`src/rtl/verisoc_pkg.sv`:
```
// Shared Wishbone definitions for the VeriSoC bus fabric: bus widths, arbiter
// state encoding and the default response word used for dead or aborted accesses.
package verisoc_pkg;

    localparam int unsigned WB_AW   = 32;
    localparam int unsigned WB_DW   = 32;
    localparam int unsigned WB_SELW = 4;

    localparam logic [WB_DW-1:0] WB_DEADBEEF = 32'hDEADBEEF;

    typedef enum logic [1:0] {
        IDLE  = 2'd0,
        BUSY  = 2'd1,
        ABORT = 2'd2
    } wb_arb_state_e;

    function automatic logic [7:0] sat_inc8(input logic [7:0] v);
        return (v == 8'hFF) ? v : v + 8'd1;
    endfunction

endpackage

```
`src/rtl/wb_rr_arbiter_rr_pick.sv`:
```
// Combinational round-robin picker: one-hot grant to the first requester at or
// after ptr, scanning upward with wrap-around.
module rr_pick #(
    parameter int unsigned N     = 2,
    parameter int unsigned PTR_W = 1
) (
    input  logic [N-1:0]     req,
    input  logic [PTR_W-1:0] ptr,
    output logic [N-1:0]     gnt,
    output logic             valid
);

    // Walk the N candidate slots starting at ptr; the first live request wins.
    always_comb begin
        logic [PTR_W:0]   pos;
        logic [PTR_W-1:0] idx;
        logic             hit;
        gnt   = '0;
        valid = 1'b0;
        pos   = '0;
        idx   = '0;
        hit   = 1'b0;
        for (int unsigned i = 0; i < N; i++) begin
            pos      = {1'b0, ptr} + (PTR_W+1)'(i);
            pos      = (pos >= (PTR_W+1)'(N)) ? pos - (PTR_W+1)'(N) : pos;
            idx      = pos[PTR_W-1:0];
            hit      = req[idx] & ~valid;
            gnt[idx] = gnt[idx] | hit;
            valid    = valid | hit;
        end
    end

endmodule

```
`src/rtl/wb_rr_arbiter.sv`:
```
// Round-robin Wishbone arbiter with a bus watchdog that terminates stalled slave
// accesses with an error-data ack so the granted master never hangs.
module wb_rr_arbiter
    import verisoc_pkg::*;
#(
    parameter int unsigned      NUM_MASTERS    = 2,
    parameter int unsigned      TIMEOUT_CYCLES = 255,
    parameter logic [WB_DW-1:0] TIMEOUT_DATA   = WB_DEADBEEF
) (
    input  logic                           wb_clk,
    input  logic                           wb_rst_n,
    input  logic [WB_AW*NUM_MASTERS-1:0]   m_adr_i,
    input  logic [WB_DW*NUM_MASTERS-1:0]   m_dat_i,
    input  logic [WB_SELW*NUM_MASTERS-1:0] m_sel_i,
    input  logic [NUM_MASTERS-1:0]         m_we_i,
    input  logic [NUM_MASTERS-1:0]         m_cyc_i,
    input  logic [NUM_MASTERS-1:0]         m_stb_i,
    output logic [WB_DW-1:0]               m_dat_o,
    output logic [NUM_MASTERS-1:0]         m_ack_o,
    output logic [WB_AW-1:0]               s_adr_o,
    output logic [WB_DW-1:0]               s_dat_o,
    output logic [WB_SELW-1:0]             s_sel_o,
    output logic                           s_we_o,
    output logic                           s_cyc_o,
    output logic                           s_stb_o,
    input  logic [WB_DW-1:0]               s_dat_i,
    input  logic                           s_ack_i,
    output logic [NUM_MASTERS-1:0]         grant_o,
    output logic                           timeout_o,
    output logic [7:0]                     timeout_cnt_o
);

    localparam int unsigned     PTR_W   = $clog2(NUM_MASTERS);
    localparam int unsigned     WD_W    = (TIMEOUT_CYCLES > 1) ? $clog2(TIMEOUT_CYCLES) : 1;
    localparam logic [WD_W-1:0] WD_LAST = WD_W'((TIMEOUT_CYCLES > 0) ? TIMEOUT_CYCLES - 1 : 0);
    localparam logic            WD_EN   = (TIMEOUT_CYCLES > 0);

    wb_arb_state_e          state_q, state_d;
    logic [NUM_MASTERS-1:0] grant_q, grant_d;
    logic [PTR_W-1:0]       gidx_q, gidx_d;
    logic [PTR_W-1:0]       rr_ptr_q, rr_ptr_d;
    logic [WD_W-1:0]        wd_cnt_q, wd_cnt_d;
    logic [7:0]             tcnt_q, tcnt_d;

    logic [NUM_MASTERS-1:0] pick_gnt;
    logic                   pick_valid;
    logic [PTR_W-1:0]       pick_idx;

    logic [WB_AW-1:0]       g_adr;
    logic [WB_DW-1:0]       g_dat;
    logic [WB_SELW-1:0]     g_sel;
    logic                   g_we;
    logic                   g_cyc;
    logic                   g_stb;

    rr_pick #(
        .N     (NUM_MASTERS),
        .PTR_W (PTR_W)
    ) u_pick (
        .req   (m_cyc_i),
        .ptr   (rr_ptr_q),
        .gnt   (pick_gnt),
        .valid (pick_valid)
    );

    // One-hot pick result to binary master index.
    always_comb begin
        pick_idx = '0;
        for (int unsigned k = 0; k < NUM_MASTERS; k++) begin
            pick_idx = pick_idx | (pick_gnt[k] ? PTR_W'(k) : '0);
        end
    end

    // Select the granted master's bus signals.
    always_comb begin
        logic sel;
        sel   = 1'b0;
        g_adr = '0;
        g_dat = '0;
        g_sel = '0;
        g_we  = 1'b0;
        g_cyc = 1'b0;
        g_stb = 1'b0;
        for (int unsigned k = 0; k < NUM_MASTERS; k++) begin
            sel   = (gidx_q == PTR_W'(k));
            g_adr = g_adr | ({WB_AW{sel}}   & m_adr_i[k*WB_AW +: WB_AW]);
            g_dat = g_dat | ({WB_DW{sel}}   & m_dat_i[k*WB_DW +: WB_DW]);
            g_sel = g_sel | ({WB_SELW{sel}} & m_sel_i[k*WB_SELW +: WB_SELW]);
            g_we  = g_we  | (sel & m_we_i[k]);
            g_cyc = g_cyc | (sel & m_cyc_i[k]);
            g_stb = g_stb | (sel & m_stb_i[k]);
        end
    end

    // Next-state: arbitration, tenure release, watchdog and abort accounting.
    always_comb begin
        state_d  = state_q;
        grant_d  = grant_q;
        gidx_d   = gidx_q;
        rr_ptr_d = rr_ptr_q;
        wd_cnt_d = wd_cnt_q;
        tcnt_d   = tcnt_q;
        case (state_q)
            IDLE: begin
                wd_cnt_d = '0;
                if (pick_valid) begin
                    state_d = BUSY;
                    grant_d = pick_gnt;
                    gidx_d  = pick_idx;
                end else begin
                    grant_d = '0;
                end
            end
            BUSY: begin
                if (!g_cyc) begin
                    state_d  = IDLE;
                    grant_d  = '0;
                    gidx_d   = '0;
                    wd_cnt_d = '0;
                    rr_ptr_d = (gidx_q == PTR_W'(NUM_MASTERS - 1)) ? '0 : gidx_q + PTR_W'(1);
                end else if (s_ack_i) begin
                    wd_cnt_d = '0;
                end else if (g_stb) begin
                    // Ack has priority above, so a late ack on the limit cycle never aborts.
                    if (WD_EN && (wd_cnt_q == WD_LAST)) begin
                        state_d  = ABORT;
                        wd_cnt_d = '0;
                    end else begin
                        wd_cnt_d = wd_cnt_q + WD_W'(1);
                    end
                end else begin
                    wd_cnt_d = wd_cnt_q;
                end
            end
            ABORT: begin
                state_d = BUSY;
                tcnt_d  = sat_inc8(tcnt_q);
            end
            default: begin
                state_d  = IDLE;
                grant_d  = '0;
                gidx_d   = '0;
                wd_cnt_d = '0;
            end
        endcase
    end

    // State registers; reset also drops the slave cycle mid-tenure.
    always_ff @(posedge wb_clk or negedge wb_rst_n) begin
        if (!wb_rst_n) begin
            state_q  <= IDLE;
            grant_q  <= '0;
            gidx_q   <= '0;
            rr_ptr_q <= '0;
            wd_cnt_q <= '0;
            tcnt_q   <= 8'd0;
        end else begin
            state_q  <= state_d;
            grant_q  <= grant_d;
            gidx_q   <= gidx_d;
            rr_ptr_q <= rr_ptr_d;
            wd_cnt_q <= wd_cnt_d;
            tcnt_q   <= tcnt_d;
        end
    end

    // Bus muxing; during the abort cycle the slave strobe is withheld.
    always_comb begin
        s_adr_o   = '0;
        s_dat_o   = '0;
        s_sel_o   = '0;
        s_we_o    = 1'b0;
        s_cyc_o   = 1'b0;
        s_stb_o   = 1'b0;
        m_ack_o   = '0;
        m_dat_o   = '0;
        timeout_o = 1'b0;
        case (state_q)
            BUSY: begin
                s_adr_o = g_adr;
                s_dat_o = g_dat;
                s_sel_o = g_sel;
                s_we_o  = g_we;
                s_cyc_o = g_cyc;
                s_stb_o = g_stb;
                m_ack_o = grant_q & {NUM_MASTERS{s_ack_i}};
                m_dat_o = s_dat_i;
            end
            ABORT: begin
                s_adr_o   = g_adr;
                s_dat_o   = g_dat;
                s_sel_o   = g_sel;
                s_we_o    = g_we;
                s_cyc_o   = g_cyc;
                s_stb_o   = 1'b0;
                m_ack_o   = grant_q;
                m_dat_o   = TIMEOUT_DATA;
                timeout_o = 1'b1;
            end
            default: begin
                m_dat_o = '0;
            end
        endcase
    end

    assign grant_o       = grant_q;
    assign timeout_cnt_o = tcnt_q;

endmodule

```
`config.mk`:
```
export PLATFORM = sky130hd
export DESIGN_NAME = wb_rr_arbiter
export DESIGN_NICKNAME = d
export VERILOG_FILES = /design/src/rtl/verisoc_pkg.sv /design/src/rtl/wb_rr_arbiter_rr_pick.sv /design/src/rtl/wb_rr_arbiter.sv
export SDC_FILE = /design/constraint.sdc
export NUM_CORES = 1
export LEC_CHECK = 0
export CAP_MARGIN = 20
export CORE_AREA = 2 2 115 117
export CTS_CLUSTER_DIAMETER = 40
export DETAILED_ROUTE_END_ITERATION = 6
export DIE_AREA = 0 0 117 119
export PLACE_DENSITY = 0.67
export REMOVE_ABC_BUFFERS = 1
export SKIP_LAST_GASP = 1
export SLEW_MARGIN = 30
export SYNTH_ARGS = -nofsm -noshare
export SYNTH_HDL_FRONTEND = slang
export SYNTH_HIERARCHICAL = 1
export SYNTH_SLANG_ARGS = --single-unit
```
`constraint.sdc`:
```
create_clock -name wb_clk -period 1.7 [get_ports wb_clk]
set_input_delay 0.255 -clock wb_clk [delete_from_list [all_inputs] [get_ports wb_clk]]
set_output_delay 0.255 -clock wb_clk [all_outputs]
set_load 0.02 [all_outputs]
```
==> results summary, run 1 <==
In this run, post-CTS hold repair placed 0 buffers. The number of H-tree levels is 1. After synthesis, the share of flip-flops with an asynchronous set or reset is 100.0%.

The post-layout total power came out at 9.794 mW. The path class of the tightest hold or removal check is in -> async. The placer's final routability congestion estimate is 0.8335. The via count of the routed design came out at 3799.

Before antenna repair, the detailed router went through 4 iterations. For this block, the initial DRC count from the detailed router was 95. In this run, synthesis inferred 0 flip-flops with an integrated enable. Clock-pin slew was measured on the worst setup and hold paths at 0.06 ns. STA classifies the critical path startpoint as a register.

Data arrives at the worst endpoint at 1.71 ns. The synthesis warning total is 6. The measured slew at the worst slew-check pin is 0.3954 ns. The TritonCTS clock tree is built. The checks that failed: setup timing. Setup repair after global routing could not meet its margin everywhere.

The synthesized instance count came out at 333. For this block, the routed nets add up to 16670 um of wire. The die extent in y came out at 119 um.

The worst setup path is of the reg -> out kind. The number of antenna violations at the first check in global routing came out at 0. The fraction of final layout cells with drive strength greater than 1 is 37.37%. The static leakage came out at 3.157 nW.

The number of buffers on the longest clock path is 2. STA classifies the critical path endpoint as an output port. The count of input and output buffers came out at 292. The final critical-path required period came out at 1.968 ns.

The mean area per synthesized cell came out at 8.435 sq um. Measured along the x axis, the die boundary spans 117 um. The area growth from synthesis to final layout came out at 158.4%. The post-detailed-route via-to-cell ratio is 4.539.

The number of remaining DRC errors is 0. The antenna violation net count after detailed routing came out at 0. Counting flops and latches in the post-synthesis netlist gives 22. The starting density of the core came out at 21.82%. The total number of placement rows came out at 42. Measured against its own limit, the worst slew margin works out to 73.56%. The flow ran to the end, but the final reports show violations.

The path depth of the worst reg2reg path came out at 7. The first-pass GRT wire length came out at 22010 um. The number of buffers created by CTS came out at 3. The count of pins over their slew limit came to 0.

The worst reg-to-reg setup slack came out at -0.17 ns. The post-synth design cell area came out at 0.002809 sq mm. The diode insertion count for antenna repair is 0. Adding up every negative setup slack in the final design gives -17.58 ns. The net count of the finished layout came out at 846.

The data required time at the worst endpoint came out at 1.44 ns. Between clock sinks in the finished design, the worst skew comes to 0.002634 ns. For this run, the register share of the synthesized area comes to 19.60%. The final worst-path cycle share is 115.7%. Static timing analysis puts the maximum clock frequency at 0.5082 GHz. The via count of the first global-routing pass came out at 3782.

Among all flip-flop cells after synthesis, the most frequent one is sky130_fd_sc_hd__dfrtp_1. The core area is 0.01287 sq mm. The insertion delay of the later-clocked pin in the worst-skew pair is 0.26 ns. The root buffer cell chosen for the clock tree is sky130_fd_sc_hd__clkbuf_16. The sink count of the clock tree is 22. Across the VDD grid, the largest voltage drop is 0.0009102 V.

The I/O pin count came out at 293. Entering global routing, the biggest net connects 32 pins. The aggregate global routing overflow came out at 0. The placed wire-length estimate came out at 12200 um.

The peak fanout along the critical path came out at 10. The capturing point of the worst reg2reg path is wd_cnt_q[2]$_DFFE_PN0P_. The die area is 0.01392 sq mm.

The post-layout worst setup margin came out at -0.2677 ns. In this run the critical register-to-register path is launched from gidx_q$_DFFE_PN0P_. The power per standard cell area came out at 1350 mW/mm^2. The number of distinct library cell variants in the gate-level netlist after synthesis came out at 47. The max-cap check violation count came out at 0. The final routed wire length divided by cell count is 19.91 um. The total global routing track utilization came out at 20.82%.

The number of endpoints failing setup at the final stage is 114. The total count of hold-check failures in the final report came out at 0.
[sequential cells by signal, summed over array words and instances (netlist names)]
register       cells
rr_ptr_q           1
state_q            2
wd_cnt_q           8
gidx_q             1
timeout_cnt_o      8
grant_o            2
[worst max-delay path by stage]
stage	from	end	slack (ns)
2_1_floorplan	gidx_q$_DFFE_PN0P_	wd_cnt_q[5]$_DFFE_PN0P_	-2.08
6_report	gidx_q$_DFFE_PN0P_	s_adr_o[0]	-0.27
4_1_cts	gidx_q$_DFFE_PN0P_	wd_cnt_q[4]$_DFFE_PN0P_	-0.26
5_1_grt	gidx_q$_DFFE_PN0P_	s_adr_o[0]	-0.31
3_5_place_dp	state_q[0]$_DFFE_PN0P_	m_dat_o[16]	-0.45
3_3_place_gp	state_q[1]$_DFFE_PN0P_	m_dat_o[12]	-0.38
[cells by family (layout without fill, tap and decap cells)]
family | Yosys count | count (layout) | share of synthesized area [%]
compound gates | 59 | 59 | 15.81
xor+xnor | 4 | 4 | 1.247
fa+ha+maj | 7 | 7 | 3.118
buf+inv | 40 | 368 | 6.147
flops | 22 | 22 | 19.60
mux | 74 | 74 | 26.90
simple gates | 127 | 127 | 27.17
[Yosys cell counts (2+ instances only)]
master                     number  area share, %
sky130_fd_sc_hd__and2_1         4           0.89
sky130_fd_sc_hd__a31oi_1        3           0.67
sky130_fd_sc_hd__nor2b_1       70             16
sky130_fd_sc_hd__nand2_1       14            1.9
sky130_fd_sc_hd__nand3_1        5           0.89
sky130_fd_sc_hd__nor2_1         7           0.94
sky130_fd_sc_hd__xnor2_1        3           0.94
sky130_fd_sc_hd__buf_2          9            1.6
sky130_fd_sc_hd__mux2_2         2           0.80
sky130_fd_sc_hd__o21ai_0        6            1.1
sky130_fd_sc_hd__mux2i_1       71             25
sky130_fd_sc_hd__nor4_1         2           0.45
sky130_fd_sc_hd__inv_1         14            1.9
sky130_fd_sc_hd__a21boi_1       2           0.53
sky130_fd_sc_hd__clkbuf_1      14            1.9
sky130_fd_sc_hd__a41oi_1        3           0.94
sky130_fd_sc_hd__a21oi_1        7            1.2
sky130_fd_sc_hd__a21o_1        25            6.7
sky130_fd_sc_hd__ha_1           7            3.1
sky130_fd_sc_hd__dfrtp_1       22             20
sky130_fd_sc_hd__and3_1        11            2.5
sky130_fd_sc_hd__o211ai_1       2           0.53
sky130_fd_sc_hd__nand4_1        6            1.3
[layer usage]
layer / GRT usage (%) / vias to the layer above / wire length (um)
met5: 0 / - / 0
met4: 3.676 / 0 / 216
met3: 11.96 / 17 / 2167
met2: 32.59 / 170 / 7509
met1: 25.05 / 1778 / 6771
li1: - / 1834 / -
[cell type report]
cell class	count	area [sq um]
Timing Repair Buffer	350	3774
Sequential cell	22	554.3
Inverter	14	52.55
Fill cell	1087	5618
Clock inverter	1	30.03
Multi-Input combinational cell	271	2551
Clock buffer	3	75.07
Tap cell	176	220.2
[layout by cell type, fill, tap and decap left out, types with 17 or more instances in the layout]
cell,count
sky130_fd_sc_hd__mux2i_1,52
sky130_fd_sc_hd__buf_12,22
sky130_fd_sc_hd__clkdlybuf4s50_1,186
sky130_fd_sc_hd__dfrtp_1,21
sky130_fd_sc_hd__nor2b_1,46
sky130_fd_sc_hd__buf_6,25
sky130_fd_sc_hd__clkdlybuf4s15_2,31
sky130_fd_sc_hd__a21o_1,25
sky130_fd_sc_hd__nor2b_4,17
sky130_fd_sc_hd__buf_4,62
[through the flow]
stage | worst slack [ns] | hold slack, ns | instance area [sq um] | instances | utilization [%]
floorplan | -2.080 | -0.04059 | 2689 | 307 | -
global placement | -0.3793 | 0.4753 | 6269 | 807 | 48.69
detailed placement | -0.4462 | 0.5050 | 6269 | 807 | 48.69
CTS | -0.2577 | 0.3011 | 6422 | 819 | 49.88
global route | -0.3059 | 0.3139 | 7257 | 837 | 56.37
finish | -0.2677 | 0.2865 | 7257 | 837 | 56.37
[critical path, stage by stage (launching register included)]
cell and delay [ns]:
sky130_fd_sc_hd__dfrtp_4 0.55, sky130_fd_sc_hd__bufbuf_16 0.32, sky130_fd_sc_hd__mux2i_1 0.12, sky130_fd_sc_hd__nor2b_1 0.16, sky130_fd_sc_hd__clkdlybuf4s15_2 0.30
[report_power, final]
part / internal, mW / switching (mW)
clock network: 0.468 / 0.204
registers: 0.583 / 0.0765
logic: 4.58 / 3.88
total: 5.63 / 4.16
[repair_timing]
action,CTS,global route
endpoints found under the hold margin,0,0
setup buffers,4,11
resized for setup,360,146
endpoints found under the setup margin,115,120
cloned,4,8
pin swaps,1,25
Power figures use the tool's default switching activity.
==> inputs of run 2 (changes only) <==
CORE_AREA = 2 2 114 116   (was 2 2 115 117)
DIE_AREA = 0 0 116 118   (was 0 0 117 119)
DONT_BUFFER_PORTS = 1   (was default)
PLACE_DENSITY = default   (was 0.67)
==> run 2 against run 1 <==
Compared with the run above: the run still ends with setup timing left; maximum frequency up 4.9%; global-route usage shrank 1.1 points; utilization fell by 13 points; power fell by 0.83%; die area fell by 1.7%; critical path type unchanged; critical endpoint is now s_dat_o[15]; largest power group unchanged.
==> results summary, run 2 (synthesis results as in run 1) <==
The clock group share of total power is 6.9% (about the same). The final critical-path required period is 1.876 ns (-0.09214 ns). The total count of hold-check failures in the final report came out at 0 (unchanged). The static leakage came to 2.268 nW (-28%).

The post-layout worst setup margin came out at -0.1756 ns (+0.09214 ns). The final worst-path cycle share came out at 110.3% (-5.4 points). The die area was 0.01369 sq mm (-1.7%). The count of pins over their slew limit is 0 (unchanged). The largest individual stage delay along the critical path comes from the cell sky130_fd_sc_hd__dfrtp_4.

The path class of the lowest-slack min-delay path is in -> reg. The buffering stage count on the worst path with inverters included is 3 (+1). The largest stage delay on the critical path was 0.52 ns (-0.03 ns).

The placer's final routability congestion estimate came out at 0.8840 (+6.1%). The clock slew seen by the registers of the worst setup and hold paths came out at 0.06 ns (about the same). The via count of the first global-routing pass is 3239 (-14%). The final reports fail on setup timing.

The measured slew at the worst slew-check pin is 0.3701 ns (-0.02536 ns). The placement-stage worst setup slack is -0.1339 ns (+0.3123 ns). The net count of the finished layout is 624 (-26%). The number of fillers in the final layout came out at 1179 (+8.5%). The post-detailed-route via-to-cell ratio is 5.043 (+11%). The number of buffers created by CTS is 3 (unchanged).

The final routed wire length divided by cell count is 25.26 um (+27%). The standard cell area after detailed placement is 0.003699 sq mm (-41%). The worst setup path is launched from a register. The max-cap check violation count came out at 0 (unchanged). The headroom to the max-slew limit came to 75.33% (+1.8 points). The worst vdd rail ir drop was 0.0008136 V (-11%). The die width is 116 um (-0.85%). The tree is rooted in a sky130_fd_sc_hd__clkbuf_16. The library cells used most frequently in the layout, excluding fill and tap cells, are sky130_fd_sc_hd__buf_4, sky130_fd_sc_hd__mux2i_1, sky130_fd_sc_hd__nor2b_1. The setup skew after layout is 0.003140 ns (+0.0005063 ns).

The maximum frequency from static timing analysis came out at 0.5332 GHz (+4.9%). The combined flip-flop and latch cell area was 554.3 sq um (unchanged). The routed metal-1 wire length came out at 5850 um (-14%). The combined area of the multi-input logic cells is 0.002998 sq mm (+18%). The number of remaining DRC errors came to 0 (unchanged). The top cell family by delay on the critical path is flip-flops.

The library cell used most frequently in the layout, excluding fill and tap cells, is sky130_fd_sc_hd__buf_4. The number of buffers on the longest clock path is 2 (unchanged). The area of all placed cells without fillers came out at 0.005393 sq mm (-26%). The sink count of the clock tree was 22 (unchanged). The via count of the routed design is 3081 (-19%). The net switching power was 4.305 mW (+3.4%). The placed wire-length estimate was 10440 um (-14%). The number of endpoints failing setup at the final stage is 112 (-1.8%). The wire length on met2 was 7369 um (-1.9%). The type of the worst setup path is reg -> out. The total wire length is 15440 um (-7.4%). The count of input and output buffers came to 0 (-100%). The worst path arrival time came out at 1.62 ns (-0.09 ns). The first-pass GRT wire length is 20060 um (-8.9%).

The power share of the combinational group is 86.5% (about the same). Traced cell by cell, the critical path runs through buf_12 -> buf_16 -> mux2i_4 -> nor2b_1 -> buf_4. The number of antenna violations at the first check in global routing came to 0 (unchanged). The post-layout total power came out at 9.713 mW (-0.83%).

The die extent in y is 118 um (-0.84%). The worst slack on hold paths is 0.1701 ns (-0.1165 ns). Setup repair after global routing could not meet its margin everywhere. The final core utilization is 43.44% (-13 points). The total global routing track utilization is 19.77% (-1.1 points). The I/O pin count is 293 (unchanged).

The fraction of final layout cells with drive strength greater than 1 is 59.68% (+22 points). The aggregate global routing overflow was 0 (unchanged). The number of H-tree levels came to 1 (unchanged). Signal routing reaches up to met4.

The pin count of the biggest net entering global routing is 40 (+25%). The starting density of the core was 22.63% (+0.81 points). The total number of placement rows came out at 41 (-2.4%). The first-iteration detailed-routing DRC count came out at 96 (+1.1%). The core area was 0.01241 sq mm (-3.6%). The peak fanout along the critical path is 8 (-2). TritonCTS built the clock tree. The data required time at the worst endpoint came to 1.44 ns (about the same).

The switching share of power is 44.32% (+1.8 points). The met3 wire length is 2085 um (-3.8%). The insertion delay of the later-clocked pin in the worst-skew pair came out at 0.26 ns (about the same).

The number of iterations in the first detailed-routing pass came to 4 (unchanged). The diode insertion count for antenna repair came out at 0 (unchanged). The internal power came out at 5.408 mW (-4.0%). STA classifies the critical path endpoint as an output port. The antenna violation net count after detailed routing came out at 0 (unchanged).

The power per standard cell area is 1801 mW/mm^2 (+33%). The flow ran to the end, but the final reports show violations. From synthesis to final layout, the design area changed by 91.98%.

The share of total power in sequential cells came out at 6.6% (about the same).
run 2: cell count changes in the layout (fill, tap and decap cells not counted), moves of 6 or more:
cell / delta
sky130_fd_sc_hd__a21o_1: -24
sky130_fd_sc_hd__a21o_4: +24
sky130_fd_sc_hd__and3_1: -8
sky130_fd_sc_hd__and3_4: +8
sky130_fd_sc_hd__buf_12: -13
sky130_fd_sc_hd__buf_16: +6
sky130_fd_sc_hd__buf_2: -10
sky130_fd_sc_hd__buf_4: +11
sky130_fd_sc_hd__clkdlybuf4s15_2: -31
sky130_fd_sc_hd__clkdlybuf4s50_1: -186
sky130_fd_sc_hd__mux2i_1: -7
sky130_fd_sc_hd__mux2i_4: +11
sky130_fd_sc_hd__nor2b_1: -13
sky130_fd_sc_hd__nor2b_4: +9
run 2: final timing paths:
kind                                                      to  depth (start not counted)                     from  slack [ns]
worst max-delay path                             s_dat_o[15]                          5       gidx_q$_DFFE_PN0P_       -0.18
worst min-delay path                    rr_ptr_q$_DFFE_PN0P_                          2               m_cyc_i[1]        0.17
worst max register to register        state_q[0]$_DFFE_PN0P_                          6       gidx_q$_DFFE_PN0P_       -0.14
worst min register to register       wd_cnt_q[7]$_DFFE_PN0P_                          1  wd_cnt_q[7]$_DFFE_PN0P_        0.55
max in group asynchronous                 gidx_q$_DFFE_PN0P_                          2                 wb_rst_n        1.10
min in group asynchronous       timeout_cnt_o[4]$_DFFE_PN0P_                          2                 wb_rst_n        0.43
run 2: layout make-up:
cell class / instances / area share, %
multi-input cells: 271 / 55.59
repair buffers: 128 / 27.22
flip-flops and latches: 22 / 10.28
well taps: 172 / 3.991
clock buffers: 3 / 1.392
inverters: 14 / 0.9745
clock inverters: 1 / 0.5568
run 2: per-stage QoR:
step	setup TNS [ns]	cells
finish	-12.76	611
global placement	-0.3791	574
CTS	-13.74	603
global route	-19.64	611
floorplan	-165.36	307
detailed placement	-0.7235	574
run 2: layer usage:
| layer | global-route usage [%] | vias to the layer above |
|---|---|---|
| li1 | - | 1399 |
| met3 | 9.475 | 8 |
| met1 | 24.61 | 1500 |
| met4 | 1.637 | 0 |
| met2 | 32.24 | 174 |
| met5 | 0 | - |
run 2: power groups by stage:
stage / logic (mW) / clock network, mW / registers [mW]
6_report: 8.40 / 0.673 / 0.643
4_1_cts: 7.11 / 0.694 / 0.645
3_3_place_gp: 5.23 / 0 / 0.644
3_5_place_dp: 5.28 / 0 / 0.652
5_1_grt: 8.79 / 0.702 / 0.652
2_1_floorplan: 2.90 / 0 / 0.872
run 2: timing repair:
item,in CTS,in global routing
hold buffers,2,0
hold endpoints to repair,22,0
gates cloned,9,6
pin swaps,19,22
resized for setup,109,113
endpoints found under the setup margin,107,121
buffers inserted,15,3
